`src/rtl/mem_port_arbiter.sv`:
```
// Arbitrates one variable-latency memory between the instruction-fetch and load/store ports.
// Define MEM_ARB_RR_EN for round-robin arbitration; otherwise data has fixed priority over fetch.
module mem_port_arbiter #(
   parameter int                ADDR_W   = 32,
   parameter int                DATA_W   = 32,
   parameter int                TIMEOUT  = 255,
   parameter logic [DATA_W-1:0] ERR_DATA = 32'hDEADBEEF
) (
   input  logic              i_clk,
   input  logic              i_rst,
   input  logic              i_if_req,
   input  logic [ADDR_W-1:0] i_if_addr,
   output logic [DATA_W-1:0] o_if_rdata,
   output logic              o_if_valid,
   input  logic              i_d_req,
   input  logic              i_d_we,
   input  logic [ADDR_W-1:0] i_d_addr,
   input  logic [DATA_W-1:0] i_d_wdata,
   output logic [DATA_W-1:0] o_d_rdata,
   output logic              o_d_valid,
   output logic              o_m_req,
   output logic              o_m_we,
   output logic [ADDR_W-1:0] o_m_addr,
   output logic [DATA_W-1:0] o_m_wdata,
   input  logic [DATA_W-1:0] i_m_rdata,
   input  logic              i_m_ack,
   output logic              o_err,
   output logic              o_grant_d
);

   localparam logic [1:0] S_IDLE  = 2'd0;
   localparam logic [1:0] S_ISSUE = 2'd1;
   localparam logic [1:0] S_DONE  = 2'd2;

   localparam int CNT_W = (TIMEOUT < 1) ? 1 : $clog2(TIMEOUT + 1);
   localparam int CNT_LAST_INT = (TIMEOUT < 1) ? 0 : TIMEOUT - 1;
   localparam logic [CNT_W-1:0] CNT_LAST = CNT_W'(CNT_LAST_INT);

   logic [1:0]        r_state;
   logic              r_mReq;
   logic              r_mWe;
   logic [ADDR_W-1:0] r_mAddr;
   logic [DATA_W-1:0] r_mWdata;
   logic [DATA_W-1:0] r_ifRdata;
   logic [DATA_W-1:0] r_dRdata;
   logic              r_grantD;
   logic              r_errFlag;
   logic [CNT_W-1:0]  r_cnt;

   logic w_pickD;
   logic w_anyReq;
   logic w_timeout;

   assign w_anyReq  = i_if_req | i_d_req;
   assign w_timeout = (TIMEOUT != 0) && (r_cnt == CNT_LAST);

`ifdef MEM_ARB_RR_EN
   // Pointer set means data wins a tie; it flips toward whichever port was not just served.
   logic r_ptrD;

   always_ff @(posedge i_clk) begin
      if (i_rst) begin
         r_ptrD <= 1'b1;
      end else if (r_state == S_DONE) begin
         r_ptrD <= ~r_grantD;
      end
   end

   assign w_pickD = i_d_req & (~i_if_req | r_ptrD);
`else
   // Data is the older instruction in the pipeline, so serving it first avoids deadlock.
   assign w_pickD = i_d_req;
`endif

   always_ff @(posedge i_clk) begin
      if (i_rst) begin
         r_state   <= S_IDLE;
         r_mReq    <= 1'b0;
         r_mWe     <= 1'b0;
         r_mAddr   <= '0;
         r_mWdata  <= '0;
         r_ifRdata <= '0;
         r_dRdata  <= '0;
         r_grantD  <= 1'b0;
         r_errFlag <= 1'b0;
         r_cnt     <= '0;
      end else begin
         case (r_state)
            S_IDLE: begin
               if (w_anyReq) begin
                  r_grantD  <= w_pickD;
                  r_mReq    <= 1'b1;
                  r_mWe     <= w_pickD & i_d_we;
                  r_mAddr   <= w_pickD ? i_d_addr : i_if_addr;
                  r_mWdata  <= w_pickD ? i_d_wdata : '0;
                  r_cnt     <= '0;
                  r_errFlag <= 1'b0;
                  r_state   <= S_ISSUE;
               end
            end
            S_ISSUE: begin
               // An ack arriving in the final timeout cycle still wins.
               if (i_m_ack) begin
                  r_mReq  <= 1'b0;
                  r_state <= S_DONE;
                  if (!r_grantD) begin
                     r_ifRdata <= i_m_rdata;
                  end else if (!r_mWe) begin
                     r_dRdata <= i_m_rdata;
                  end
               end else if (w_timeout) begin
                  r_mReq    <= 1'b0;
                  r_errFlag <= 1'b1;
                  r_state   <= S_DONE;
                  if (!r_grantD) begin
                     r_ifRdata <= ERR_DATA;
                  end else if (!r_mWe) begin
                     r_dRdata <= ERR_DATA;
                  end
               end else begin
                  r_cnt <= r_cnt + 1'b1;
               end
            end
            S_DONE: begin
               r_state <= S_IDLE;
            end
            default: begin
               r_state <= S_IDLE;
               r_mReq  <= 1'b0;
            end
         endcase
      end
   end

   assign o_m_req    = r_mReq;
   assign o_m_we     = r_mWe;
   assign o_m_addr   = r_mAddr;
   assign o_m_wdata  = r_mWdata;
   assign o_if_rdata = r_ifRdata;
   assign o_d_rdata  = r_dRdata;
   assign o_grant_d  = r_grantD;
   assign o_if_valid = (r_state == S_DONE) & ~r_grantD;
   assign o_d_valid  = (r_state == S_DONE) & r_grantD;
   assign o_err      = (r_state == S_DONE) & r_errFlag;

endmodule

```
`config.mk`:
```
export PLATFORM = sky130hd
export DESIGN_NAME = mem_port_arbiter
export DESIGN_NICKNAME = d
export VERILOG_FILES = /design/src/rtl/mem_port_arbiter.sv
export SDC_FILE = /design/constraint.sdc
export NUM_CORES = 1
export LEC_CHECK = 0
export CAP_MARGIN = 30
export CORE_MARGIN = 5
export CORE_UTILIZATION = 40
export CTS_BUF_LIST = sky130_fd_sc_hd__clkbuf_8
export DETAILED_ROUTE_END_ITERATION = 6
export GPL_TIMING_DRIVEN = 0
export PLACE_DENSITY = 0.79
export SYNTH_ARGS = -nofsm -noshare
export SYNTH_HDL_FRONTEND = slang
export SYNTH_SLANG_ARGS = --single-unit
```
`constraint.sdc`:
```
create_clock -name i_clk -period 4.9 [get_ports i_clk]
set_input_delay 0.735 -clock i_clk [delete_from_list [all_inputs] [get_ports i_clk]]
set_output_delay 0.735 -clock i_clk [all_outputs]
set_load 0.005 [all_outputs]
```
* After elaboration in Yosys (flattened, before gate mapping) *
Index checks and enable logic that the tools add are counted.

cells by class
  add/subtract/negate cells = 1
  equality and inequality tests = 8
  multiplexer cells = 28
  bitwise gates (word level) = 8
  reductions and logical operators = 10

operators with widths
  kind                   number
  $mux W32               12
  $mux W8                3
  $pmux W8 S2            1
  $reduce_and A4 Y1      3
  $add A8 B1 Y8 const B  1
  $eq A8 B8 Y1 const B   1
  $ne A2 B2 Y1 const B   4
  $mux W1                6
  $mux W2                3
  $reduce_and A3 Y1      2
  $and A1 B1 Y1          4
  $pmux W2 S2            1
  $reduce_and A2 Y1      2
  $reduce_bool A2 Y1     2
  $ne A3 B3 Y1 const B   1
  $not A1 Y1             3
  $pmux W1 S3            1
  $eq A2 B1 Y1 const B   1
  $eq A2 B2 Y1 const B   1
  $logic_not A2 Y1       1
  $pmux W1 S2            1
  $or A1 B1 Y1           1

word-level totals
  bits in registers = 142
  bits of input ports = 134
  output and inout port bits = 134

* Longest topological paths before layout *
Gate-level depths: netlist (run 1).

  word-level depth = 4
  depth in mapped cells = 9
  gate-level depth less buffers = 6

* Least setup slack after synthesis (run 1) *
No wires, ideal clock.

  path type = input to register
  start = input port i_d_req
  end = register r_cnt[6]
  library setup time = 0.071 ns
  data arrival time = 1.781 ns
  required time = 4.829 ns
  setup slack = 3.048 ns
  stages = 5
  cells stage by stage = clkbuf_1 > o21ai_1 > clkbuf_1 > nand3_1 > a21oi_1

between the ends
  word-level cells in the longest chain between the ends = 3

RTL lines
  item                                RTL line  RTL
  start, declared                     15        input logic i_d_req,
  $or A1 B1 Y1                        54        assign w_anyReq = i_if_req | i_d_req;
  $ne A2 B2 Y1 (no source line)       --
  $reduce_and A4 Y1 (no source line)  --
  end signal, assigned                121       r_cnt <= r_cnt + 1'b1;
  end, declared                       48        logic [CNT_W-1:0] r_cnt;

No other way between the ends.
A chain may end at the register's enable or synchronous reset.

* Final worst setup path (run 1) *
  start = register r_state[1]
  end = output port o_if_valid

between the ends
  word-level cells in the longest chain between the ends = 2

RTL lines
  item                    RTL line  RTL
  start, declared         39        logic [1:0] r_state;
  start signal, assigned  77        r_state <= S_IDLE;
  start signal, assigned  98        r_state <= S_ISSUE;
  start signal, assigned  105       r_state <= S_DONE;
  $eq A2 B2 Y1            142       assign o_if_valid = (r_state == S_DONE) & ~r_grantD;
  $and A1 B1 Y1           142
  end, declared           14        output logic o_if_valid,

No other way between the ends.

==> summary.md, run 1 <==
| Metric | Value |
|---|---|
| Residual overflow from global routing | 0 |
| Post-CTS Setup Bufs | 0 |
| Average instance area after synthesis | 9.74 sq um |
| 1st-iter DRT viols | 241 |
| Synthesized-area fraction occupied by ao, oa, aoi and oai cells | 22.7% |
| Post-synthesis cell type count | 45 |
| Number of global-route vias before repair | 5521 |
| Die Footprint | 0.0162 sq mm |
| Leakage | 0.00330 uW |
| Count of final max-slew check failures | 0 |
| Critical-path top delay cell | sky130_fd_sc_hd__clkdlybuf4s50_1 |
| Placer's final routability congestion estimate | 0.863 |
| Remaining max-slew budget at the tightest pin | 55.6% |
| Highest cell delay on the worst timing path | 0.56 ns |
| Count of clock tree sinks | 142 |
| Count of mapped cells out of synthesis | 563 |
| Hold Buf Count CTS | 0 |
| Final sum of negative setup slack | 0 ns |
| Simple-Gate Fraction of Synth Area | 13.9% |
| Clock Path Buffers | 2 |
| Final setup violation count | 0 |
| Max Fanout on Critical Path | 7 |
| Classification of the worst-slack hold path | reg2reg |
| TritonCTS clock tree | built |
| Xor/xnor cell area share of the yosys netlist | 0% |
| Dominant combinational cell family by area after synthesis | compound AO/OA/AOI/OAI gates |
| Largest clock skew in the final design | 0.00883 ns |
| Max-cap check violation count | 0 |
| Number of antenna violations at the first check in global routing | 0 |
| Share of final-layout standard cells stronger than drive strength 1 | 10.9% |
| Die width | 127 um |
| Adder-cell area share of the yosys netlist | 0.456% |
| Number of antenna diodes | 0 |
| Type of destination of the critical path | output port |
| Result of the run | complete, no violations |
| 1st-pass router iterations | 4 |
| Total number of vias | 5450 |
| Critical Path AT | 1.68 ns |
| Estimated wirelength of the detail-placed design | 13900 um |
| Core area | 0.0133 sq mm |
| Total clock buffers created by CTS | 17 |
| Required time reported for the critical path endpoint | 4.16 ns |
| Synth Net Count | 699 |
| Most frequent cells in the layout | sky130_fd_sc_hd__clkdlybuf4s50_1 (266), sky130_fd_sc_hd__dfxtp_1 (142), sky130_fd_sc_hd__nor2_1 (102), sky130_fd_sc_hd__a21oi_1 (35), sky130_fd_sc_hd__a22oi_1 (33) |
| Final Hold Viols | 0 |
| Die Y | 127 um |
| Wire length per cell | 17.1 um |
| Min Tclk post-route | 2.42 ns |
| Number of flip-flops and latches in the synthesized netlist | 142 |
| Total routing usage reported by global routing | 21.5% |
| Final cell count without fillers | 1037 |
| IR drop worst, VDD | 0.151 mV |
| Clock edge transition at the registers on the reported setup and hold paths | 0.08 ns |
| Async set or reset register ratio after synthesis | 0% |
| Total of fill cells in the finished design | 1052 |
| Footprint of the flip-flops and latches | 0.00284 sq mm |
| Total number of nets in the final design | 984 |
| Number of vias per cell | 5.26 |
| Warnings, synthesis | 0 |
| Actual slew at the worst max-slew pin | 0.661 ns |
| Portion of the post-synthesis area used by sequential elements | 51.8% |
| Post-synth design cell area | 0.00549 sq mm |
| Setup Crit Path Kind | reg2out |
| Cell-by-cell trace of the critical path | nor3b_1, clkdlybuf4s50_1 |
| Portion of the clock cycle consumed by the worst path in the final layout | 49.4% |
| First-pass GRT wire length | 28100 um |
| Ports | 268 |
| Post_cts resized | 0 |
| Final hold slack | 0.494 ns |
| Areal power density over the cells | 327 mW/mm^2 |
| Fraction of synthesized area in multiplexers | 5.84% |
| Startpoint type of the worst setup path | flip-flop |
| Maximum number of pins on one net before global-route repair | 17 |
| Cell row count | 42 |
| Final std cell area, no fill | 0.00884 sq mm |
| Multi-input gate area | 0.00235 sq mm |
| Final routed DRC violation total | 0 |
| Most common cell after layout, fill and taps aside | sky130_fd_sc_hd__clkdlybuf4s50_1 |
| CTS HTree Levels | 4 |
| Total placed cells including tap cells | 1005 |
| Area overhead of the layout relative to synthesis | 61.1% |
| Number of input and output port buffers inserted | 266 |
| Total length of routed wires | 17800 um |
| Placed cell areas | 0.00837 sq mm |
| Most frequently used flop master after synthesis | sky130_fd_sc_hd__dfxtp_1 |
| Setup repair after global routing missed its margin | no |
| Root buffer cell | sky130_fd_sc_hd__clkbuf_8 |
| Peak clock frequency supported by timing | 413 MHz |
| Clock latency of the later-clocked register in the worst-skew pair | 0.44 ns |
| Residual antenna-violating net count after detailed routing | 0 |
| Starting utilization of the core area | 41.1% |
| Number of enable flip-flop cells after synthesis | 0 |
| Post-route total power | 2890 uW |
==> synthesized netlist by cell type, types with 2 or more instances <==
| cell type | number | share of area (%) |
|---|---|---|
| sky130_fd_sc_hd__dfxtp_1 | 142 | 52 |
| sky130_fd_sc_hd__nor2_1 | 102 | 7.0 |
| sky130_fd_sc_hd__a21oi_1 | 35 | 3.2 |
| sky130_fd_sc_hd__a22oi_1 | 33 | 4.5 |
| sky130_fd_sc_hd__a211oi_1 | 32 | 4.4 |
| sky130_fd_sc_hd__mux2i_1 | 32 | 5.8 |
| sky130_fd_sc_hd__clkbuf_1 | 29 | 2.0 |
| sky130_fd_sc_hd__nor3_1 | 27 | 2.5 |
| sky130_fd_sc_hd__o221a_2 | 23 | 4.7 |
| sky130_fd_sc_hd__buf_2 | 14 | 1.3 |
| sky130_fd_sc_hd__nand2_1 | 13 | 0.89 |
| sky130_fd_sc_hd__nand3_1 | 11 | 1.0 |
| sky130_fd_sc_hd__inv_1 | 10 | 0.68 |
| sky130_fd_sc_hd__a31o_2 | 8 | 1.3 |
| sky130_fd_sc_hd__o32ai_2 | 8 | 2.4 |
| sky130_fd_sc_hd__buf_6 | 4 | 0.82 |
| sky130_fd_sc_hd__o21ai_0 | 4 | 0.36 |
| sky130_fd_sc_hd__buf_1 | 3 | 0.21 |
| sky130_fd_sc_hd__a31oi_1 | 2 | 0.23 |
| sky130_fd_sc_hd__and2_1 | 2 | 0.23 |
| sky130_fd_sc_hd__and3b_1 | 2 | 0.32 |
| sky130_fd_sc_hd__ha_1 | 2 | 0.46 |
| sky130_fd_sc_hd__o211ai_1 | 2 | 0.27 |
| sky130_fd_sc_hd__o21a_1 | 2 | 0.27 |
==> power by group <==
part	total (uW)	leakage [uW]	internal (uW)	switching, uW
Combinational	523	0.00191	302	221
Sequential	1270	0.00116	1230	45.9
Clock	1090	0.000229	615	475
==> layer usage <==
layer / part of all wire [%] / track usage, % / vias to the layer above
met1: 39 / 24.6 / 2584
li1: - / - / 2627
met2: 51 / 38.2 / 220
met3: 8.3 / 7.14 / 19
met4: 1.1 / 6.50 / 0
met5: 0 / 0 / -
==> through the flow <==
step | worst slack, ns | util (%)
after global routing | 2.40 | 66.2
after CTS | 2.45 | 66.2
after floorplan | 3.05 | -
after detailed placement | 2.27 | 62.7
final | 2.48 | 66.2
after global placement | 2.26 | 62.7
==> state kept, by name, summed over array words and instances (netlist names) <==
signal / cells
r_state: 2
o_m_we: 1
r_errFlag: 1
o_d_rdata: 32
r_cnt: 8
o_m_addr: 32
o_grant_d: 1
o_m_req: 1
o_m_wdata: 32
o_if_rdata: 32
==> cell families (layout without fill, tap and decap cells) <==
group | Yosys count | in the layout
AO/OA/AOI/OAI | 156 | 156
buffers and inverters | 61 | 359
adder cells (fa/ha/maj) | 2 | 2
AND/OR/NAND/NOR | 170 | 170
multiplexers | 32 | 32
flip-flops | 142 | 142
==> final cells by class <==
| type | count | area share, % |
|---|---|---|
| flip-flops and latches | 142 | 32.2 |
| repair buffers | 266 | 30.1 |
| multi-input cells | 360 | 26.6 |
| plain buffers | 51 | 2.89 |
| clock buffers | 17 | 2.65 |
| clock inverters | 15 | 2.65 |
| well taps | 176 | 2.49 |
| inverters | 10 | 0.425 |
==> final timing paths <==
kind,startpoint,end,slack [ns],cells past startpoint
setup / recovery,r_state[1],o_if_valid,2.48,2
hold / removal,o_d_rdata[24],o_d_rdata[24],0.49,2
setup reg to reg,r_cnt[0],o_d_rdata[15],2.96,9
hold reg to reg,o_d_rdata[24],o_d_rdata[24],0.49,2
==> critical path: cells and delay by family (launching register included) <==
family,cells,cell delay [ns]
and+or+nand+nor,1,0.22
buffers and inverters,1,0.56
DFF,1,0.47
Power figures use the tool's default switching activity.
==> run 2, diff against run 1 <==
- CORE_UTILIZATION: 40 -> 38
- clock period: 4.9 -> 2.15 ns (I/O delays scaled with it)
==> summary.md, run 2 (same netlist as run 1, synthesis figures left out) <==
| Metric | Value |
|---|---|
| Placed cell areas | 0.00838 sq mm (was 0.00837 sq mm) |
| Number of antenna diodes | 0 (unchanged) |
| Number of vias per cell | 5.09 (was 5.26) |
| Worst reg2reg setup slack | 0.18 ns (was 2.96 ns) |
| Placer's final routability congestion estimate | 0.852 (was 0.863) |
| Setup Crit Path Kind | reg2out (unchanged) |
| Die Y | 130 um (was 127 um) |
| Final routed DRC violation total | 0 (unchanged) |
| Estimated wirelength of the detail-placed design | 13300 um (was 13900 um) |
| Ports | 268 (unchanged) |
| Start of the worst register-to-register path | r_cnt[0] (unchanged) |
| Classification of the worst-slack hold path | in2reg (was reg2reg) |
| Highest routed layer | met4 (unchanged) |
| Root buffer cell | sky130_fd_sc_hd__clkbuf_8 (unchanged) |
| First-pass GRT wire length | 26600 um (was 28100 um) |
| Reg2reg path depth | 9 (unchanged) |
| Actual slew at the worst max-slew pin | 0.652 ns (was 0.661 ns) |
| 1st-iter DRT viols | 292 (was 241) |
| Final cell count without fillers | 1045 (was 1037) |
| Critical-path top delay cell | sky130_fd_sc_hd__clkdlybuf4s50_1 (unchanged) |
| Final setup violation count | 0 (unchanged) |
| Core area | 0.0144 sq mm (was 0.0133 sq mm) |
| Number of input and output port buffers inserted | 266 (unchanged) |
| Portion of the clock cycle consumed by the worst path in the final layout | 92.1% |
| CTS HTree Levels | 4 (unchanged) |
| Maximum number of pins on one net before global-route repair | 17 (unchanged) |
| Required time reported for the critical path endpoint | 1.83 ns (was 4.16 ns) |
| Clock power frac | 35.4% (was 37.8%) |
| Leakage | 0.00327 uW (was 0.00330 uW) |
| Instance count along the most critical hold path | 3 (was 2) |
| Max-cap check violation count | 0 (unchanged) |
| Most frequent cells in the layout | sky130_fd_sc_hd__clkdlybuf4s50_1 (266), sky130_fd_sc_hd__dfxtp_1 (142), sky130_fd_sc_hd__nor2_1 (102), sky130_fd_sc_hd__a21oi_1 (35), sky130_fd_sc_hd__a22oi_1 (33) (unchanged) |
| Startpoint type of the worst setup path | flip-flop (unchanged) |
| Critical Path AT | 1.66 ns (was 1.68 ns) |
| Peak clock frequency supported by timing | 505 MHz |
| Post_cts resized | 0 (unchanged) |
| Crit path setup slack, layout | 0.170 ns (was 2.48 ns) |
| Hold Buf Count CTS | 0 (unchanged) |
| Max Fanout on Critical Path | 7 (unchanged) |
| Clock latency of the later-clocked register in the worst-skew pair | 0.44 ns (about the same) |
| CP bufs+invs | 1 (unchanged) |
| Count of clock tree sinks | 142 (unchanged) |
| Placement-stage worst setup slack | -0.142 ns (was 2.27 ns) |
| Number of antenna violations at the first check in global routing | 0 (unchanged) |
| Die width | 130 um (was 127 um) |
| Most common cell after layout, fill and taps aside | sky130_fd_sc_hd__clkdlybuf4s50_1 (unchanged) |
| Residual overflow from global routing | 0 (unchanged) |
| Cell row count | 44 (was 42) |
| Clock edge transition at the registers on the reported setup and hold paths | 0.08 ns (about the same) |
| Clock Path Buffers | 2 (unchanged) |
| Total number of vias | 5319 (was 5450) |
| Starting utilization of the core area | 38.2% (was 41.1%) |
| Area overhead of the layout relative to synthesis | 60.3% (was 61.1%) |
| Detail Route met3 WL | 1560 um (was 1470 um) |
| Post-CTS Setup Bufs | 0 (unchanged) |
| NetSw | 1650 uW (was 742 uW) |
| Total placed cells including tap cells | 1013 (was 1005) |
| WHS Endpoint | o_m_addr[31] (was o_d_rdata[24]) |
| Min Tclk post-route | 1.98 ns |
| IR drop worst, VDD | 0.362 mV (was 0.151 mV) |
| Wire length per cell | 16.9 um (was 17.1 um) |
| Final std cell area, no fill | 0.00879 sq mm (was 0.00884 sq mm) |
| WL met1 | 7250 um (was 7020 um) |
| Total number of nets in the final design | 984 (unchanged) |
| Remaining max-slew budget at the tightest pin | 56.4% (was 55.6%) |
| Total routing usage reported by global routing | 19.9% (was 21.5%) |
| 1st-pass router iterations | 5 (was 4) |
| Final hold slack | 0.460 ns (was 0.494 ns) |
| Sequential fraction of design power | 45.8% (was 44.1%) |
| TritonCTS clock tree | built (unchanged) |
| Type of destination of the critical path | output port (unchanged) |
| Pint | 4660 uW (was 2140 uW) |
| Hold_sp | i_d_req (was o_d_rdata[24]) |
| Met2 wire length | 8420 um (was 9090 um) |
| CP top delay family | buffers and inverters (unchanged) |
| Highest cell delay on the worst timing path | 0.56 ns (about the same) |
| Number of global-route vias before repair | 5084 (was 5521) |
| Result of the run | complete, no violations (unchanged) |
| Setup repair after global routing missed its margin | no (unchanged) |
| Cell-by-cell trace of the critical path | nor3b_1, clkdlybuf4s50_1 (unchanged) |
| Share of final-layout standard cells stronger than drive strength 1 | 10.8% (was 10.9%) |
| Areal power density over the cells | 719 mW/mm^2 (was 327 mW/mm^2) |
| Residual antenna-violating net count after detailed routing | 0 (unchanged) |
| Die Footprint | 0.0169 sq mm (was 0.0162 sq mm) |
| Logic gate share of total power | 18.9% (was 18.1%) |
| Reg2reg end | o_d_rdata[6] (was o_d_rdata[15]) |
| Count of final max-slew check failures | 0 (unchanged) |
| Fraction of power spent switching nets | 26.2% (was 25.7%) |
| Largest clock skew in the final design | 0.00940 ns (was 0.00883 ns) |
| Total clock buffers created by CTS | 17 (unchanged) |
| Final Hold Viols | 0 (unchanged) |
| Total length of routed wires | 17700 um (was 17800 um) |
==> run 2: cell types whose count changed in the layout (fill, tap and decap cells not counted) <==
cell                         delta
sky130_fd_sc_hd__clkinvlp_4     +3
sky130_fd_sc_hd__bufinv_16      -2
sky130_fd_sc_hd__clkbuf_8       +1
sky130_fd_sc_hd__inv_8          -1
sky130_fd_sc_hd__clkinv_4       -2
sky130_fd_sc_hd__inv_6          -1
sky130_fd_sc_hd__inv_1          +1
sky130_fd_sc_hd__clkinv_2       +1
==> run 2: area by class of cell <==
cell class              count  area (sq um)
flip-flops and latches    142          2840
clock inverters            14           168
repair buffers            266          2660
plain buffers              51           255
inverters                  10          37.5
multi-input cells         360          2350
clock buffers              18           248
well taps                 184           230
fillers                  1272          5580
==> run 2: routing by layer <==
| layer | up-vias | track usage, % |
|---|---|---|
| met1 | 2459 | 24.2 |
| met2 | 203 | 32.8 |
| li1 | 2623 | - |
| met5 | - | 0 |
| met3 | 34 | 7.08 |
| met4 | 0 | 6.54 |
==> run 2: how the worst max path moves through the flow <==
stage,startpoint,to,cells past startpoint
final,r_state[1],o_if_valid,2
after global routing,r_state[1],o_if_valid,2
after CTS,r_state[1],o_if_valid,2
after detailed placement,i_rst,o_m_wdata[4],5
after global placement,i_rst,o_m_wdata[27],5
after floorplan,r_cnt[0],o_d_rdata[30],9
==> run 2: metrics by stage <==
| step | utilization (%) | total power (uW) | TNS [ns] |
|---|---|---|---|
| finish | 61.2 | 6320 | 0 |
| global route | 61.2 | 6610 | 0 |
| CTS | 61.2 | 6380 | 0 |
| detailed placement | 58.3 | 4150 | -1.21 |
| global placement | 58.3 | 4140 | -1.27 |
| floorplan | - | 3420 | 0 |
==> run 2: worst min-delay path, delay by kind of cell <==
kind | cells | cell delay [ns]
muxes | 1 | 0.22
AOI/OAI and AO/OA | 1 | 0.09
buffers and inverters | 1 | 0.21
==> run 2: power groups by stage <==
stage / Clock (uW) / Combinational [uW] / Sequential [uW]
2_1_floorplan: 0 / 456 / 2960
3_3_place_gp: 0 / 1190 / 2950
3_5_place_dp: 0 / 1200 / 2950
4_1_cts: 2280 / 1210 / 2890
5_1_grt: 2410 / 1290 / 2910
6_report: 2230 / 1190 / 2890
==> run 3, diff against run 2 <==
- MAX_ROUTING_LAYER: default -> met4
==> summary.md, run 3 (same netlist as run 1, synthesis figures left out) <==
| Metric | Value |
|---|---|
| TritonCTS clock tree | built (unchanged) |
| Max Fanout on Critical Path | 8 (was 7) |
| Post-CTS Setup Bufs | 0 (unchanged) |
| Setup repair after global routing missed its margin | no (unchanged) |
| Portion of the clock cycle consumed by the worst path in the final layout | 91.8% (was 92.1%) |
| Starting utilization of the core area | 38.2% (unchanged) |
| Most frequent cells in the layout | sky130_fd_sc_hd__clkdlybuf4s50_1 (266), sky130_fd_sc_hd__dfxtp_1 (142), sky130_fd_sc_hd__nor2_1 (102), sky130_fd_sc_hd__a21oi_1 (35), sky130_fd_sc_hd__a22oi_1 (33) (unchanged) |
| Type of destination of the critical path | flip-flop (was output port) |
| Estimated wirelength of the detail-placed design | 13300 um (unchanged) |
| Ports | 268 (unchanged) |
| Final Hold Viols | 0 (unchanged) |
| Cell-by-cell trace of the critical path | nand2b_4, nor2_1, nand2_1, a31o_2 (was nor3b_1, clkdlybuf4s50_1) |
| Clock Path Buffers | 2 (unchanged) |
| Die width | 130 um (unchanged) |
| Total of fill cells in the finished design | 1272 (unchanged) |
| Number of input and output port buffers inserted | 266 (unchanged) |
| Final sum of negative setup slack | 0 ns (unchanged) |
| Multi-input gate area | 0.00235 sq mm (unchanged) |
| Number of vias per cell | 5.09 (about the same) |
| Placed cell areas | 0.00838 sq mm (unchanged) |
| Clock power frac | 35.4% (about the same) |
| Final std cell area, no fill | 0.00879 sq mm (unchanged) |
| Logic gate share of total power | 18.9% (about the same) |
| Peak clock frequency supported by timing | 506 MHz (was 505 MHz) |
| Die Y | 130 um (unchanged) |
| Total length of routed wires | 17700 um (about the same) |
| Cell row count | 44 (unchanged) |
| Total number of vias | 5315 (was 5319) |
| Start of the worst register-to-register path | r_state[0] (was r_cnt[0]) |
| Residual overflow from global routing | 0 (unchanged) |
| Actual slew at the worst max-slew pin | 0.669 ns (was 0.652 ns) |
| Final routed DRC violation total | 0 (unchanged) |
| 1st-iter DRT viols | 321 (was 292) |
| IR drop worst, VDD | 0.363 mV (was 0.362 mV) |
| Placer's final routability congestion estimate | 0.865 (was 0.852) |
| Total number of nets in the final design | 984 (unchanged) |
| Total routing usage reported by global routing | 20.5% (was 19.9%) |
| Reg2reg path depth | 4 (was 9) |
| Areal power density over the cells | 719 mW/mm^2 (about the same) |
| Critical Path AT | 2.31 ns (was 1.66 ns) |
| Wire length per cell | 17.0 um (was 16.9 um) |
| Fraction of power spent switching nets | 26.2% (about the same) |
| Highest cell delay on the worst timing path | 0.53 ns (was 0.56 ns) |
| Hold_sp | i_d_req (unchanged) |
| Post_cts resized | 0 (unchanged) |
| Share of final-layout standard cells stronger than drive strength 1 | 10.8% (unchanged) |
| Worst reg2reg setup slack | 0.18 ns (about the same) |
| Sequential fraction of design power | 45.8% (about the same) |
| Required time reported for the critical path endpoint | 2.48 ns (was 1.83 ns) |
| Critical-path top delay cell | sky130_fd_sc_hd__nor2_1 (was sky130_fd_sc_hd__clkdlybuf4s50_1) |
| Number of global-route vias before repair | 5090 (was 5084) |
| Number of antenna violations at the first check in global routing | 0 (unchanged) |
| Clock edge transition at the registers on the reported setup and hold paths | 0.08 ns (about the same) |
| Min Tclk post-route | 1.97 ns (was 1.98 ns) |
| Footprint of the flip-flops and latches | 0.00284 sq mm (unchanged) |
| Die Footprint | 0.0169 sq mm (unchanged) |
| Maximum number of pins on one net before global-route repair | 17 (unchanged) |
| Count of clock tree sinks | 142 (unchanged) |
| Area overhead of the layout relative to synthesis | 60.3% (unchanged) |
| Max-cap check violation count | 0 (unchanged) |
| Result of the run | complete, no violations (unchanged) |
| Number of antenna diodes | 0 (unchanged) |
| Post-route total power | 6320 uW (about the same) |
| Clock latency of the later-clocked register in the worst-skew pair | 0.44 ns (about the same) |
| Hold Buf Count CTS | 0 (unchanged) |
| WHS Endpoint | o_m_addr[31] (unchanged) |
| Total clock buffers created by CTS | 17 (unchanged) |
| Leakage | 0.00327 uW (unchanged) |
| Classification of the worst-slack hold path | in2reg (unchanged) |
| Reg2reg end | o_if_rdata[22] (was o_d_rdata[6]) |
| CTS HTree Levels | 4 (unchanged) |
| Final setup violation count | 0 (unchanged) |
| Most common cell after layout, fill and taps aside | sky130_fd_sc_hd__clkdlybuf4s50_1 (unchanged) |
| Count of final max-slew check failures | 0 (unchanged) |
| Core area | 0.0144 sq mm (unchanged) |
| First-pass GRT wire length | 26600 um (about the same) |
| Largest clock skew in the final design | 0.00881 ns (was 0.00940 ns) |
| 1st-pass router iterations | 5 (unchanged) |
| Pint | 4660 uW (about the same) |
| Root buffer cell | sky130_fd_sc_hd__clkbuf_8 (unchanged) |
| Instance count along the most critical hold path | 3 (unchanged) |
| Remaining max-slew budget at the tightest pin | 55.2% (was 56.4%) |
| Setup Crit Path Kind | reg2reg (was reg2out) |
| Startpoint type of the worst setup path | flip-flop (unchanged) |
| NetSw | 1660 uW (was 1650 uW) |
| Residual antenna-violating net count after detailed routing | 0 (unchanged) |
==> run 3: cell counts in the layout (fill, tap and decap cells not counted) <==
Identical to the previous run, type by type.
==> run 3: final cells by class <==
class	count	share of cell area [%]
Sequential cell	142	32.3
Timing Repair Buffer	266	30.3
Multi-Input combinational cell	360	26.7
Buffer	51	2.90
Clock buffer	18	2.82
Tap cell	184	2.62
Clock inverter	14	1.91
Inverter	10	0.427
==> run 3: per-stage QoR <==
step	util (%)	cells	setup slack (ns)	hold slack (ns)
final	61.2	1045	0.175	0.461
after detailed placement	58.3	1013	-0.142	0.474
after global placement	58.3	1013	-0.134	0.468
after global routing	61.2	1045	0.0706	0.455
after floorplan	-	563	0.322	0.447
after CTS	61.2	1045	0.145	0.445
==> run 3: worst max-delay path by stage <==
stage	startpoint	end	slack, ns	depth (start not counted)
floorplan	r_cnt[0]	o_d_rdata[30]	0.32	9
global placement	i_rst	o_m_wdata[27]	-0.13	5
detailed placement	i_rst	o_m_wdata[4]	-0.14	5
CTS	r_state[1]	o_if_valid	0.15	2
global route	r_state[1]	o_if_valid	0.07	2
finish	r_state[0]	o_if_rdata[22]	0.18	4
==> run 3: per-layer routing <==
metal / GRT usage (%) / routed length, um
met4: 6.54 / 391
met2: 32.7 / 8510
met1: 25.2 / 7540
met5: - / 0
met3: 5.77 / 1270
==> run 3: critical path, delay by kind of cell, from the launching register on <==
kind	cells	cell delay, ns
compound gates	1	0.35
flops	1	0.50
simple gates	3	1.02
==> run 3: power groups by stage <==
| stage | clock network, uW | logic, uW | registers (uW) |
|---|---|---|---|
| final | 2240 | 1190 | 2890 |
| after global routing | 2410 | 1280 | 2910 |
| after CTS | 2280 | 1210 | 2890 |
| after detailed placement | 0 | 1200 | 2950 |
| after global placement | 0 | 1190 | 2950 |
| after floorplan | 0 | 456 | 2960 |
